## src/rtl/mod14_pkg.sv

```systemverilog
// Shared types and helpers for the mod-14 counter family.
// Holds the monitor FSM states, step classes and modulo helpers.
package mod14_pkg;

    localparam int         MOD14_W   = 4;
    localparam logic [3:0] MOD14_MAX = 4'd13;

    typedef enum logic [1:0] {
        UNLOCKED,
        ACQUIRE,
        LOCKED
    } mon_state_t;

    typedef enum logic [2:0] {
        UP,
        DOWN,
        HOLD,
        SKIP,
        ILLEGAL
    } step_class_t;

    function automatic logic [MOD14_W-1:0] mod14_inc(
        input logic [MOD14_W-1:0] v
    );
        return (v >= MOD14_MAX) ? '0 : v + 4'd1;
    endfunction

    function automatic logic [MOD14_W-1:0] mod14_dec(
        input logic [MOD14_W-1:0] v
    );
        return (v == '0) ? MOD14_MAX : v - 4'd1;
    endfunction

endpackage

```

## src/rtl/mod14_step_classify.sv

```systemverilog
// Classifies one mod-14 sample against the previous accepted value.
// Purely combinational; illegal codes win over every other class.
module mod14_step_classify
    import mod14_pkg::*;
(
    input  logic [MOD14_W-1:0] prev,
    input  logic [MOD14_W-1:0] count_in,
    output step_class_t        cls,
    output logic               wrap_up,
    output logic               wrap_dn
);

    // Priority: illegal, then +1, -1, hold, otherwise a skip.
    always_comb begin
        cls = SKIP;
        if (count_in > MOD14_MAX) begin
            cls = ILLEGAL;
        end else if (count_in == mod14_inc(prev)) begin
            cls = UP;
        end else if (count_in == mod14_dec(prev)) begin
            cls = DOWN;
        end else if (count_in == prev) begin
            cls = HOLD;
        end
    end

    assign wrap_up = (cls == UP)   && (prev == MOD14_MAX);
    assign wrap_dn = (cls == DOWN) && (prev == '0);

endmodule

```

## src/rtl/mod14_count_monitor.sv

```systemverilog
// Lock-on monitor for a mod-14 count stream with wrap tracking.
// Define MOD14_MON_WRAP_CNT_EN to build the signed wrap accumulator.
module mod14_count_monitor
    import mod14_pkg::*;
#(
    parameter int WRAP_W  = 8,
    parameter int LOCK_N  = 3,
    parameter int ERR_MAX = 2
) (
    input  logic                     clock,
    input  logic                     rest,
    input  logic                     count_valid,
    input  logic [MOD14_W-1:0]       count_in,
    output logic                     locked,
    output logic                     dir,
    output logic                     step,
    output logic                     wrap_up,
    output logic                     wrap_dn,
    output logic                     skip_err,
    output logic                     illegal_err,
    output logic                     lost,
    output logic signed [WRAP_W-1:0] wrap_count
);

    localparam logic [2:0] LOCK_C = 3'(LOCK_N);
    localparam logic [2:0] ERR_C  = 3'(ERR_MAX);

    mon_state_t         state_q;
    mon_state_t         state_nxt;
    logic [MOD14_W-1:0] prev_q;
    logic [MOD14_W-1:0] prev_nxt;
    logic [2:0]         good_q;
    logic [2:0]         good_nxt;
    logic [2:0]         good_inc;
    logic [2:0]         err_q;
    logic [2:0]         err_nxt;
    logic [2:0]         err_inc;
    logic               dir_nxt;
    logic               step_nxt;
    logic               wup_nxt;
    logic               wdn_nxt;
    logic               skip_nxt;
    logic               ill_nxt;
    logic               lost_nxt;
    step_class_t        cls;
    logic               cls_wup;
    logic               cls_wdn;

    mod14_step_classify u_classify (
        .prev     (prev_q),
        .count_in (count_in),
        .cls      (cls),
        .wrap_up  (cls_wup),
        .wrap_dn  (cls_wdn)
    );

    assign good_inc = good_q + 3'd1;
    assign err_inc  = err_q + 3'd1;

    // Next state, counters and pulse requests for the current sample.
    always_comb begin
        state_nxt = state_q;
        prev_nxt  = prev_q;
        good_nxt  = good_q;
        err_nxt   = err_q;
        dir_nxt   = dir;
        step_nxt  = 1'b0;
        wup_nxt   = 1'b0;
        wdn_nxt   = 1'b0;
        skip_nxt  = 1'b0;
        ill_nxt   = 1'b0;
        lost_nxt  = 1'b0;
        if (count_valid) begin
            unique case (state_q)
                UNLOCKED: begin
                    if (cls == ILLEGAL) begin
                        ill_nxt = 1'b1;
                    end else begin
                        prev_nxt  = count_in;
                        good_nxt  = '0;
                        state_nxt = ACQUIRE;
                    end
                end
                ACQUIRE: begin
                    unique case (cls)
                        UP, DOWN: begin
                            prev_nxt = count_in;
                            good_nxt = good_inc;
                            if (good_inc >= LOCK_C) begin
                                state_nxt = LOCKED;
                                err_nxt   = '0;
                            end
                        end
                        SKIP: begin
                            skip_nxt = 1'b1;
                            prev_nxt = count_in;
                            good_nxt = '0;
                        end
                        ILLEGAL: begin
                            ill_nxt   = 1'b1;
                            state_nxt = UNLOCKED;
                        end
                        default: begin
                        end
                    endcase
                end
                LOCKED: begin
                    unique case (cls)
                        UP, DOWN: begin
                            step_nxt = 1'b1;
                            dir_nxt  = (cls == UP);
                            wup_nxt  = cls_wup;
                            wdn_nxt  = cls_wdn;
                            prev_nxt = count_in;
                            err_nxt  = '0;
                        end
                        SKIP: begin
                            skip_nxt = 1'b1;
                            prev_nxt = count_in;
                            err_nxt  = err_inc;
                        end
                        ILLEGAL: begin
                            ill_nxt = 1'b1;
                            err_nxt = err_inc;
                        end
                        default: begin
                        end
                    endcase
                    if (err_nxt >= ERR_C) begin
                        lost_nxt  = 1'b1;
                        state_nxt = UNLOCKED;
                    end
                end
                default: begin
                    state_nxt = UNLOCKED;
                end
            endcase
        end
    end

    // State, counters and registered outputs.
    always_ff @(posedge clock) begin
        if (rest) begin
            state_q     <= UNLOCKED;
            prev_q      <= '0;
            good_q      <= '0;
            err_q       <= '0;
            locked      <= 1'b0;
            dir         <= 1'b0;
            step        <= 1'b0;
            wrap_up     <= 1'b0;
            wrap_dn     <= 1'b0;
            skip_err    <= 1'b0;
            illegal_err <= 1'b0;
            lost        <= 1'b0;
        end else begin
            state_q     <= state_nxt;
            prev_q      <= prev_nxt;
            good_q      <= good_nxt;
            err_q       <= err_nxt;
            locked      <= (state_nxt == LOCKED);
            dir         <= dir_nxt;
            step        <= step_nxt;
            wrap_up     <= wup_nxt;
            wrap_dn     <= wdn_nxt;
            skip_err    <= skip_nxt;
            illegal_err <= ill_nxt;
            lost        <= lost_nxt;
        end
    end

`ifdef MOD14_MON_WRAP_CNT_EN
    localparam logic signed [WRAP_W-1:0] WRAP_ONE = WRAP_W'(1);

    logic signed [WRAP_W-1:0] wrap_q;

    // Signed wrap accumulator; wraps freely and survives lock loss.
    always_ff @(posedge clock) begin
        if (rest) begin
            wrap_q <= '0;
        end else if (wup_nxt) begin
            wrap_q <= wrap_q + WRAP_ONE;
        end else if (wdn_nxt) begin
            wrap_q <= wrap_q - WRAP_ONE;
        end
    end

    assign wrap_count = wrap_q;
`else
    assign wrap_count = '0;
`endif

endmodule

```

## config.mk

```make
export PLATFORM = sky130hd
export DESIGN_NAME = mod14_count_monitor
export DESIGN_NICKNAME = d
export VERILOG_FILES = /design/src/rtl/mod14_pkg.sv /design/src/rtl/mod14_step_classify.sv /design/src/rtl/mod14_count_monitor.sv
export SDC_FILE = /design/constraint.sdc
export NUM_CORES = 1
export LEC_CHECK = 0
export CORE_MARGIN = 4
export CORE_UTILIZATION = 41
export DETAILED_ROUTE_END_ITERATION = 6
export PLACE_DENSITY = 0.65
export SLEW_MARGIN = 25
export SYNTH_ARGS = -nofsm -noshare
export SYNTH_HDL_FRONTEND = slang
export SYNTH_SLANG_ARGS = --single-unit
```

## constraint.sdc

```tcl
create_clock -name clock -period 2.2 [get_ports clock]
set_input_delay 0.33 -clock clock [delete_from_list [all_inputs] [get_ports clock]]
set_output_delay 0.33 -clock clock [all_outputs]
set_load 0.01 [all_outputs]
```

## Word-level counts from Yosys, hierarchy flattened

Cells that the tools add are included.

- Flip-flop bits (word level): 20
- Bits of input ports: 7
- Output and inout port bits: 16
- Word-level logic and storage cells: 89

- $add $sub $neg: 4
- Order comparisons: 4
- Eq/ne operators: 15
- Multiplexer cells: 28
- Bitwise gates (word level): 5
- Reduce and logical (&&, ||, !) cells: 21

Operators with widths:

| operator | count |
|---|---|
| 3-bit 2-to-1 mux | 8 |
| 3-bit one-hot mux with 2 select lines | 4 |
| 4-bit 2-to-1 mux | 4 |
| 3-bit OR reduction | 5 |
| 4-bit equality test | 3 |
| 4-bit AND reduction | 3 |
| 2-bit 2-to-1 mux | 4 |
| 4-bit one-hot mux with 2 select lines | 1 |
| 3-bit by 1-bit adder with 3-bit output, second input constant | 2 |
| 3-bit by 2-bit >= comparator with 1-bit output, second input constant | 2 |
| 2-bit inequality test, second input constant | 3 |
| 2-bit one-hot mux with 3 select lines | 1 |
| 2-bit nonzero test | 3 |
| 2-bit OR reduction | 3 |
| 1-bit 2-to-1 mux | 5 |
| 1-bit NOT | 5 |
| 4-bit by 1-bit adder with 4-bit output, second input constant | 1 |
| 2-bit equality test, second input constant | 2 |
| 4-bit equality test, second input constant | 1 |
| 4-bit >= comparator, second input constant | 1 |
| 4-bit > comparator, second input constant | 1 |
| 4-bit zero test | 1 |
| 2-bit one-hot mux with 2 select lines | 1 |
| 4-bit OR reduction | 1 |
| 11 further kinds | 12 |

## Depth between registers and ports, before layout

Gate-level depths: netlist of run 1.

- Word-level depth: 16
- Depth in mapped cells: 11

## By module

Synthesis of run 1 repeated with hierarchy kept, for this count alone.

- Cell total of the unflattened synthesis: 183
- Area, all modules: 1,580.3 sq um

Modules (own cells, without submodules):

| module | times used | cells each | area an instance (sq um) | seq. area each (sq um) |
|---|---|---|---|---|
| mod14_count_monitor | 1 | 126 | 1,137.3 | 400.4 |
| mod14_step_classify | 1 | 57 | 442.9 | 0.0 |

## Worst setup path after synthesis of run 1

OpenSTA, ideal clock, no wires.

- Path type: register to register
- From: register prev_q[0]
- To: register state_q[0]
- Setup time: 120 ps
- Arrival time: 2,318 ps
- Required time: 2,080 ps
- Slack: -237 ps
- Stages on the path, launching flop included: 12
- Path buffers: 1
- Period minus slack after synthesis: 2,437 ps
- Path through: dfxtp_1 buf_4 inv_2 ha_1 nor3b_2 or3_1 a211oi_1 nand4_1 a21boi_2 nor3_1 nor3_1 o31a_1

- Cells in the longest elaborated chain, start to end: 15
- Elaborated cells on any way between the ends: 28

Ends and longest elaborated chain:

| item | RTL line | RTL |
|---|---|---|
| start: declaration | mod14_count_monitor.sv:30 | `logic [MOD14_W-1:0] prev_q;` |
| start signal: assignment | mod14_count_monitor.sv:158 | `prev_q <= prev_nxt;` |
| 4-bit by 1-bit subtractor with 4-bit output or 4-bit zero test (tied branches) | mod14_pkg.sv:31 | `return (v == '0) ? MOD14_MAX : v - 4'd1;` |
| 4-bit 2-to-1 mux | mod14_pkg.sv:31 |  |
| 4-bit equality test | mod14_step_classify.sv:20 | `end else if (count_in == mod14_dec(prev)) begin` |
| 3-bit 2-to-1 mux | mod14_step_classify.sv:20 |  |
| 3-bit 2-to-1 mux (*) | mod14_step_classify.sv:18 | `end else if (count_in == mod14_inc(prev)) begin` |
| 3-bit 2-to-1 mux (*) | mod14_step_classify.sv:16 | `if (count_in > MOD14_MAX) begin` |
| 3-bit equality test (tied with other cells) | mod14_count_monitor.sv:76, mod14_count_monitor.sv:85, mod14_count_monitor.sv:108 |  |
| 2-bit OR reduction, on equally long branches | -- |  |
| 3-bit one-hot mux with 2 select lines | mod14_count_monitor.sv:108 | `unique case (cls)` |
| 3-bit 2-to-1 mux | mod14_count_monitor.sv:74 | `unique case (state_q)` |
| 3-bit 2-to-1 mux | mod14_count_monitor.sv:73 | `if (count_valid) begin` |
| 3-bit by 2-bit >= comparator with 1-bit output | mod14_count_monitor.sv:129 | `if (err_nxt >= ERR_C) begin` |
| 2-bit 2-to-1 mux | mod14_count_monitor.sv:129 |  |
| 2-bit one-hot mux with 3 select lines (*) | mod14_count_monitor.sv:74 |  |
| 2-bit 2-to-1 mux (*) | mod14_count_monitor.sv:73 |  |
| end signal: assignment | mod14_count_monitor.sv:157 | `state_q <= state_nxt;` |
| end: declaration | mod14_count_monitor.sv:28 | `mon_state_t state_q;` |

Mark *: on every way between the ends. The rest lies on a longest branch, timed or not. The select of a mux whose other input is x is not followed.
A chain may end at the register's enable or synchronous reset.

## Final worst setup path of run 1

- From: register prev_q[0]
- To: register locked

- Cells in the longest elaborated chain, start to end: 16
- Elaborated cells on any way between the ends: 29

Ends and longest elaborated chain:

| item | RTL line | RTL |
|---|---|---|
| 4-bit by 1-bit subtractor with 4-bit output or 4-bit zero test (tied branches) | mod14_pkg.sv:31 |  |
| 4-bit 2-to-1 mux | mod14_pkg.sv:31 |  |
| 4-bit equality test | mod14_step_classify.sv:20 |  |
| 3-bit 2-to-1 mux | mod14_step_classify.sv:20 |  |
| 3-bit 2-to-1 mux (*) | mod14_step_classify.sv:18 |  |
| 3-bit 2-to-1 mux (*) | mod14_step_classify.sv:16 |  |
| 3-bit equality test (tied with other cells) | mod14_count_monitor.sv:76, mod14_count_monitor.sv:85, mod14_count_monitor.sv:108 |  |
| 2-bit OR reduction, on equally long branches | -- |  |
| 3-bit one-hot mux with 2 select lines | mod14_count_monitor.sv:108 |  |
| 3-bit 2-to-1 mux | mod14_count_monitor.sv:74 |  |
| 3-bit 2-to-1 mux | mod14_count_monitor.sv:73 |  |
| 3-bit by 2-bit >= comparator with 1-bit output | mod14_count_monitor.sv:129 |  |
| 2-bit 2-to-1 mux | mod14_count_monitor.sv:129 |  |
| 2-bit one-hot mux with 3 select lines (*) | mod14_count_monitor.sv:74 |  |
| 2-bit 2-to-1 mux (*) | mod14_count_monitor.sv:73 |  |
| 2-bit equality test (*) | mod14_count_monitor.sv:161 | `locked <= (state_nxt == LOCKED);` |
| end signal: assignment | mod14_count_monitor.sv:161 |  |
| end: declaration | mod14_count_monitor.sv:14 | `output logic locked,` |

Marks and branches as above.

==> results.md, run 1 <==
* Status: finished, violations left
* Failing checks: setup timing
* WP data required at 2390 ps
* Routed Wire Length at 4050 µm
* FF+latch count, synth at 20
* Clock tree from TritonCTS: built
* Clock Path Buffers at 2
* Final worst path period share at 106%
* Max-slew violation count at 0
* LEAKAGE at 0.982 nW
* Max cap viols at 0
* WL/cell at 13.0 µm
* Post-Syn Area at 1620 µm²
* Post-synth EDFFs at 0
* Commonest non-fill, non-tap cell in the layout: buf_4
* Die width at 70.8 µm
* Die Area at 5020 µm²
* First-pass GRT wire length at 6600 µm
* Number of remaining DRC errors at 0
* Area added between synthesis and finish at 42.8%
* Clock slew at reported path FFs at 80 ps
* Post-synthesis cell count at 210
* Critical path arrival at 2520 ps
* Area contributors post-synth: dfxtp_1 (25%), ha_1 (8.5%), buf_4 (4.6%), nor2_1 (4.6%), nand2_1 (4.4%)
* Skew final at 8.62 ps
* Synthesis Warnings at 0
* Net count, final at 282
* Vias in the first global route at 1,484
* Clk root buf: clkbuf_8
* Startpoint class of the critical path: flip-flop
* Hold/Removal Path Class: flip-flop to flip-flop
* Worst Setup Slack, final at -129 ps
* Cell row count at 22
* Grt total ovfl at 0
* Htree depth at 1
* Setup-failing EPs final at 7
* Avg Cell Area, Syn at 7.71 µm²
* Antenna violations before repair at 0
* Synth Flop Type: dfxtp_1
* Achievable Freq at 429 MHz
* Via density at 5.19
* Largest net degree at the start of global routing at 14
* Core Region at 3740 µm²
* Latest clock arrival within the worst-skew pair at 270 ps
* Diode count at 0
* Vias at 1,615
* Fraction of registers with async set/reset at 0%
* Area leader, netlist: dfxtp_1
* GP Congestion at 0.862
* Setup TNS at -456 ps
* 1st-iter DRT viols at 90
* Non-filler cells, final at 311
* CTS hold repair buffers at 0
* Initial Utilization at 43.2%
* Total CTS buffers at 3
* Final hold violations at 0
* Critical Path End Type: flip-flop
* Detailed Routing Iterations Pass 1 at 4
* I/O Buffers at 14
* Clk sink count at 20
* RSZ-0062 raised after global routing: yes
* Maximum fanout along the worst path at 4
* Post-detail-place hpwl at 3160 µm
* CP Class: flip-flop to flip-flop
* Cell Count Post-Placement at 302
* Die height at 70.8 µm
* Hold Worst Slack at 491 ps
* Most frequent cells in the layout: buf_4 (44), nor2_1 (20), nand2_1 (19), dfxtp_1 (18), clkdlybuf4s50_1 (13)
* Synth unique cells at 54
* Sequential share of the synthesized area at 24.7%
* Num ports at 23
* Layout cell share with drive strength beyond 1 at 30.8%
* Yosys top cell area share at 24.7%
* Total global-route track usage at 16.0%
* Post-DRT Antenna Nets at 0
* Peak supply drop at 482 µV
* Power Density at 486 nW/µm²
* Post-route minimum period at 2330 ps
state kept, by name (all words and copies together) (netlist names):
name	cells
prev_q	4
err_q	3
good_q	3
state_q	2
dir	1
illegal_err	1
locked	1
lost	1
skip_err	1
step	1
wrap_dn	1
wrap_up	1
cells by family after synthesis:
| group | synth area share, % |
|---|---|
| AND/OR/NAND/NOR | 26.7 |
| AO/OA/AOI/OAI | 23.4 |
| buffers and inverters | 10.3 |
| flip-flops | 24.7 |
| adder cells (fa/ha/maj) | 8.50 |
| XOR/XNOR | 4.87 |
| multiplexers | 1.24 |
| other | 0.232 |
area by class of cell:
class,instances,area (µm²)
Sequential cell,20,405
Tap cell,48,60.1
Clock inverter,1,30.0
Clock buffer,3,41.3
Multi-Input combinational cell,166,1200
Fill cell,355,1430
Inverter,12,47.5
Timing Repair Buffer,61,524
Yosys cell counts (all sizes together), types with 2 or more instances:
cell type  number
dfxtp          20
nor2           20
nand2          19
buf            15
o21ai          13
inv            12
ha             11
a21oi          10
nor3            8
nand3           7
nor2b           6
a211oi          5
xor2            5
clkbuf          4
nor4            4
o21a            4
or3             4
xnor2           4
a31oi           3
nand2b          3
o21bai          3
a21boi          2
mux2i           2
nor3b           2
o211ai          2
o22ai           2
o31ai           2
repair_timing:
action / in CTS / in global routing
pin swaps: 7 / 5
setup endpoints to repair: 11 / 13
cloned: 0 / 0
setup buffers: 2 / 3
gates resized for setup: 11 / 7
stage by stage:
step	power (W)	cell area (µm²)	worst slack [ps]	utilization (%)
after CTS	0.00111	2270	-126	60.5
after floorplan	0.000606	1720	-115	-
after global routing	0.00118	2310	-287	61.8
after detailed placement	0.000716	2120	-347	56.8
after global placement	0.000714	2120	-325	56.8
final	0.00112	2310	-129	61.8
path summary, 6_finish.rpt:
kind | startpoint | to | slack, ps | cells past startpoint
max | prev_q[0] | locked | -130 | 11
min | good_q[2] | good_q[2] | 490 | 2
max reg2reg | prev_q[0] | locked | -130 | 11
min reg2reg | good_q[2] | good_q[2] | 490 | 2
metal layers:
layer / track usage [%] / wire (µm) / vias to the layer above
met2: 25.8 / 1890 / 39
met4: 5.22 / 63 / 0
li1: - / - / 832
met3: 2.70 / 207 / 7
met1: 21.5 / 1880 / 737
met5: 0 / 0 / -
report_power, final:
part           internal, W  leakage, nW  switching, W  total [W]
Sequential        0.000371        0.163    0.00000911   0.000380
Combinational     0.000181        0.783      0.000185   0.000366
Clock             0.000243       0.0357      0.000135   0.000378
worst max-delay path, cell delays in order (launching register included):
cell and delay, ps:
dfxtp_4 370, inv_4 50, ha_4 140, nor3b_4 140
or3_1 350, a211oi_2 210, nand4_1 170, buf_4 180
o32a_1 160, o21ai_2 90, a31oi_2 130, nor4_2 260
Power figures use the tool's default switching activity.
==> run 2: changes to the inputs <==
==> constraint.sdc (replaced) <==
create_clock -name clock -period 2.2 [get_ports clock]
set_input_delay 0.33 -clock clock [delete_from_list [all_inputs] [get_ports clock]]
set_output_delay 0.33 -clock clock [all_outputs]
set_load 0.005 [all_outputs]
==> results of run 2 <==
Same layout as run 1 (identical final DEF). Status: finished, violations left: setup timing.
==> run 3: changes to the inputs <==
--- a/config.mk
+++ b/config.mk
@@ -8,7 +8,7 @@
 export CORE_MARGIN = 4
 export CORE_UTILIZATION = 41
 export DETAILED_ROUTE_END_ITERATION = 6
-export PLACE_DENSITY = 0.65
+export PLACE_DENSITY = 0.68
 export SLEW_MARGIN = 25
 export SYNTH_ARGS = -nofsm -noshare
 export SYNTH_HDL_FRONTEND = slang
==> results.md, run 3 (synthesized netlist as in run 1, its figures left out) <==
* Fillers at 351 (-1.1%)
* Initial Utilization at 43.2% (unchanged)
* Clk sink count at 20 (unchanged)
* Switching Power at 0.000322 W
* Worst reg2reg path depth at 10 (-1)
* Vias in the first global route at 1,531 (+3.2%)
* Vias at 1,619 (+0.25%)
* Largest reg by FF count: prev_q
* GP Congestion at 0.839 (-2.6%)
* Skew final at 8.46 ps (-0.162 ps)
* Post-route minimum period at 2350 ps (+19.7 ps)
* Antenna violations before repair at 0 (unchanged)
* Clock power share at 33.0%
* Status: finished, violations left
* Layout cell share with drive strength beyond 1 at 31.9% (+1.1 points)
* Num ports at 23 (unchanged)
* RSZ-0062 raised after global routing: yes
* Largest net degree at the start of global routing at 13 (-1)
* Commonest non-fill, non-tap cell in the layout: buf_4
* Routed Wire Length at 4150 µm (+2.5%)
* Placed Area at 2110 µm² (-0.71%)
* Net count, final at 282 (unchanged)
* CP Class: flip-flop to flip-flop
* CP Cell Sequence: inv_4 -> ha_4 -> nor3b_4 -> or3_4 -> a211oi_2 -> nand4_1 -> a21bo_4 -> o31ai_4 -> or3_4 -> a21oi_2
* Die Area at 5020 µm² (unchanged)
* Latest clock arrival within the worst-skew pair at 260 ps (about the same)
* Comb power frac at 33.2%
* Cell row count at 22 (unchanged)
* Area added between synthesis and finish at 45.0%
* Crit-path leading delay family: simple AND/OR/NAND/NOR gates
* Setup TNS at -704 ps (-248 ps)
* Max reg flops at 4 (unchanged)
* Clock Path Buffers at 2 (unchanged)
* Biggest regs: prev_q (4), err_q (3), good_q (3)
* Max-slew violation count at 0 (unchanged)
* Post-DRT Antenna Nets at 0 (unchanged)
* Diode count at 0 (unchanged)
* 1st-iter DRT viols at 73 (-19%)
* Slowest-stage cell, CP: or3_4
* Most frequent cells in the layout: buf_4 (44), nor2_1 (20), nand2_1 (19), dfxtp_1 (18), clkdlybuf4s50_1 (13)
* Post-detail-place hpwl at 3090 µm (-2.3%)
* Grt total ovfl at 0 (unchanged)
* Clk root buf: clkbuf_8
* Detailed Routing Iterations Pass 1 at 4 (unchanged)
* Cell mode on critical path: or3_4
* Peak supply drop at 475 µV
* Die width at 70.8 µm (unchanged)
* WL/cell at 13.3 µm (+2.5%)
* Worst Setup Slack, final at -149 ps (-19.7 ps)
* Total global-route track usage at 16.5% (+0.59 points)
* CTS hold repair buffers at 0 (unchanged)
* Critical Path Stages at 10 (-1)
* Internal at 0.000801 W
* Clock tree from TritonCTS: built
* Critical Path End Type: flip-flop
* WP data required at 2400 ps (about the same)
* Hold/Removal Path Class: flip-flop to flip-flop
* Max cap viols at 0 (unchanged)
* Switching portion of total power at 28.7%
* Pre-CTS setup slack at -349 ps (-2.35 ps)
* Tot Pwr at 0.00112 W
* Number of remaining DRC errors at 0 (unchanged)
* Clock slew at reported path FFs at 70 ps (about the same)
* Achievable Freq at 426 MHz (-0.84%)
* Failing checks: setup timing
* Core Region at 3740 µm² (unchanged)
* Critical path arrival at 2540 ps (+20 ps)
* Final worst path period share at 107% (+0.89 points)
* Die height at 70.8 µm (unchanged)
* Startpoint class of the critical path: flip-flop
* Via density at 5.21 (+0.25%)
* First-pass GRT wire length at 6730 µm (+2.0%)
* Power Density at 478 nW/µm²
* Final hold violations at 0 (unchanged)
* Setup-failing EPs final at 9 (+2)
* I/O Buffers at 14 (unchanged)
* Maximum fanout along the worst path at 3 (-1)
* Hold path depth at 2 (unchanged)
* Cell area after layout at 2350 µm² (+1.5%)
* Max incr delay on CP at 410 ps (+40 ps)
* Htree depth at 1 (unchanged)
* LEAKAGE at 0.998 nW (+1.7%)
* Worst Path Buf+Inv at 1 (-1)
* Seq pwr share at 33.8%
* Total CTS buffers at 3 (unchanged)
-- run 3: what timing repair did --
| item | 4_1_cts | 5_1_grt |
|---|---|---|
| cloned | 0 | 0 |
| buffers inserted | 3 | 5 |
| hold endpoints to repair | 0 | 0 |
| pin swaps | 9 | 9 |
| gates resized for setup | 8 | 16 |
| setup endpoints to repair | 12 | 12 |
-- run 3: worst paths after layout --
path / start / slack, ps / to
setup / recovery: prev_q[0] / -150 / good_q[1]
hold / removal: good_q[2] / 490 / good_q[2]
setup reg to reg: prev_q[0] / -150 / good_q[1]
hold reg to reg: good_q[2] / 490 / good_q[2]
-- run 3: worst min-delay path, stage by stage (launching register included) --
cell	delay (ps)
dfxtp_1	330
nand2_1	60
a21oi_1	50
-- run 3: power by group through the flow --
stage | logic (W) | clock network, W | registers [W]
floorplan | 0.000215 | 0 | 0.000387
global placement | 0.000318 | 0 | 0.000389
detailed placement | 0.000322 | 0 | 0.000389
CTS | 0.000339 | 0.000380 | 0.000380
global route | 0.000406 | 0.000402 | 0.000381
finish | 0.000373 | 0.000371 | 0.000380
-- run 3: through the flow --
stage                     utilization [%]  hold WS, ps  instances
after floorplan                         -          454        217
after global placement               56.4          469        300
after detailed placement             56.4          476        300
after CTS                            59.8          487        306
after global routing                 62.7          518        311
final                                62.7          492        311
-- run 3: layout make-up --
| type | count | area, µm² | area share (%) |
|---|---|---|---|
| Clock buffer | 3 | 41.3 | 1.76 |
| Clock inverter | 1 | 30.0 | 1.28 |
| Inverter | 12 | 50.0 | 2.13 |
| Multi-Input combinational cell | 166 | 1240 | 52.7 |
| Sequential cell | 20 | 405 | 17.3 |
| Tap cell | 48 | 60.1 | 2.56 |
| Timing Repair Buffer | 61 | 524 | 22.3 |
-- run 3: metal layers --
layer | global-route usage, % | share of wire, % | vias to the layer above
met4 | 3.55 | 0.55 | 0
met5 | 0 | 0 | -
met2 | 28.0 | 50 | 24
met3 | 3.69 | 3.5 | 2
met1 | 21.5 | 46 | 765
li1 | - | - | 828
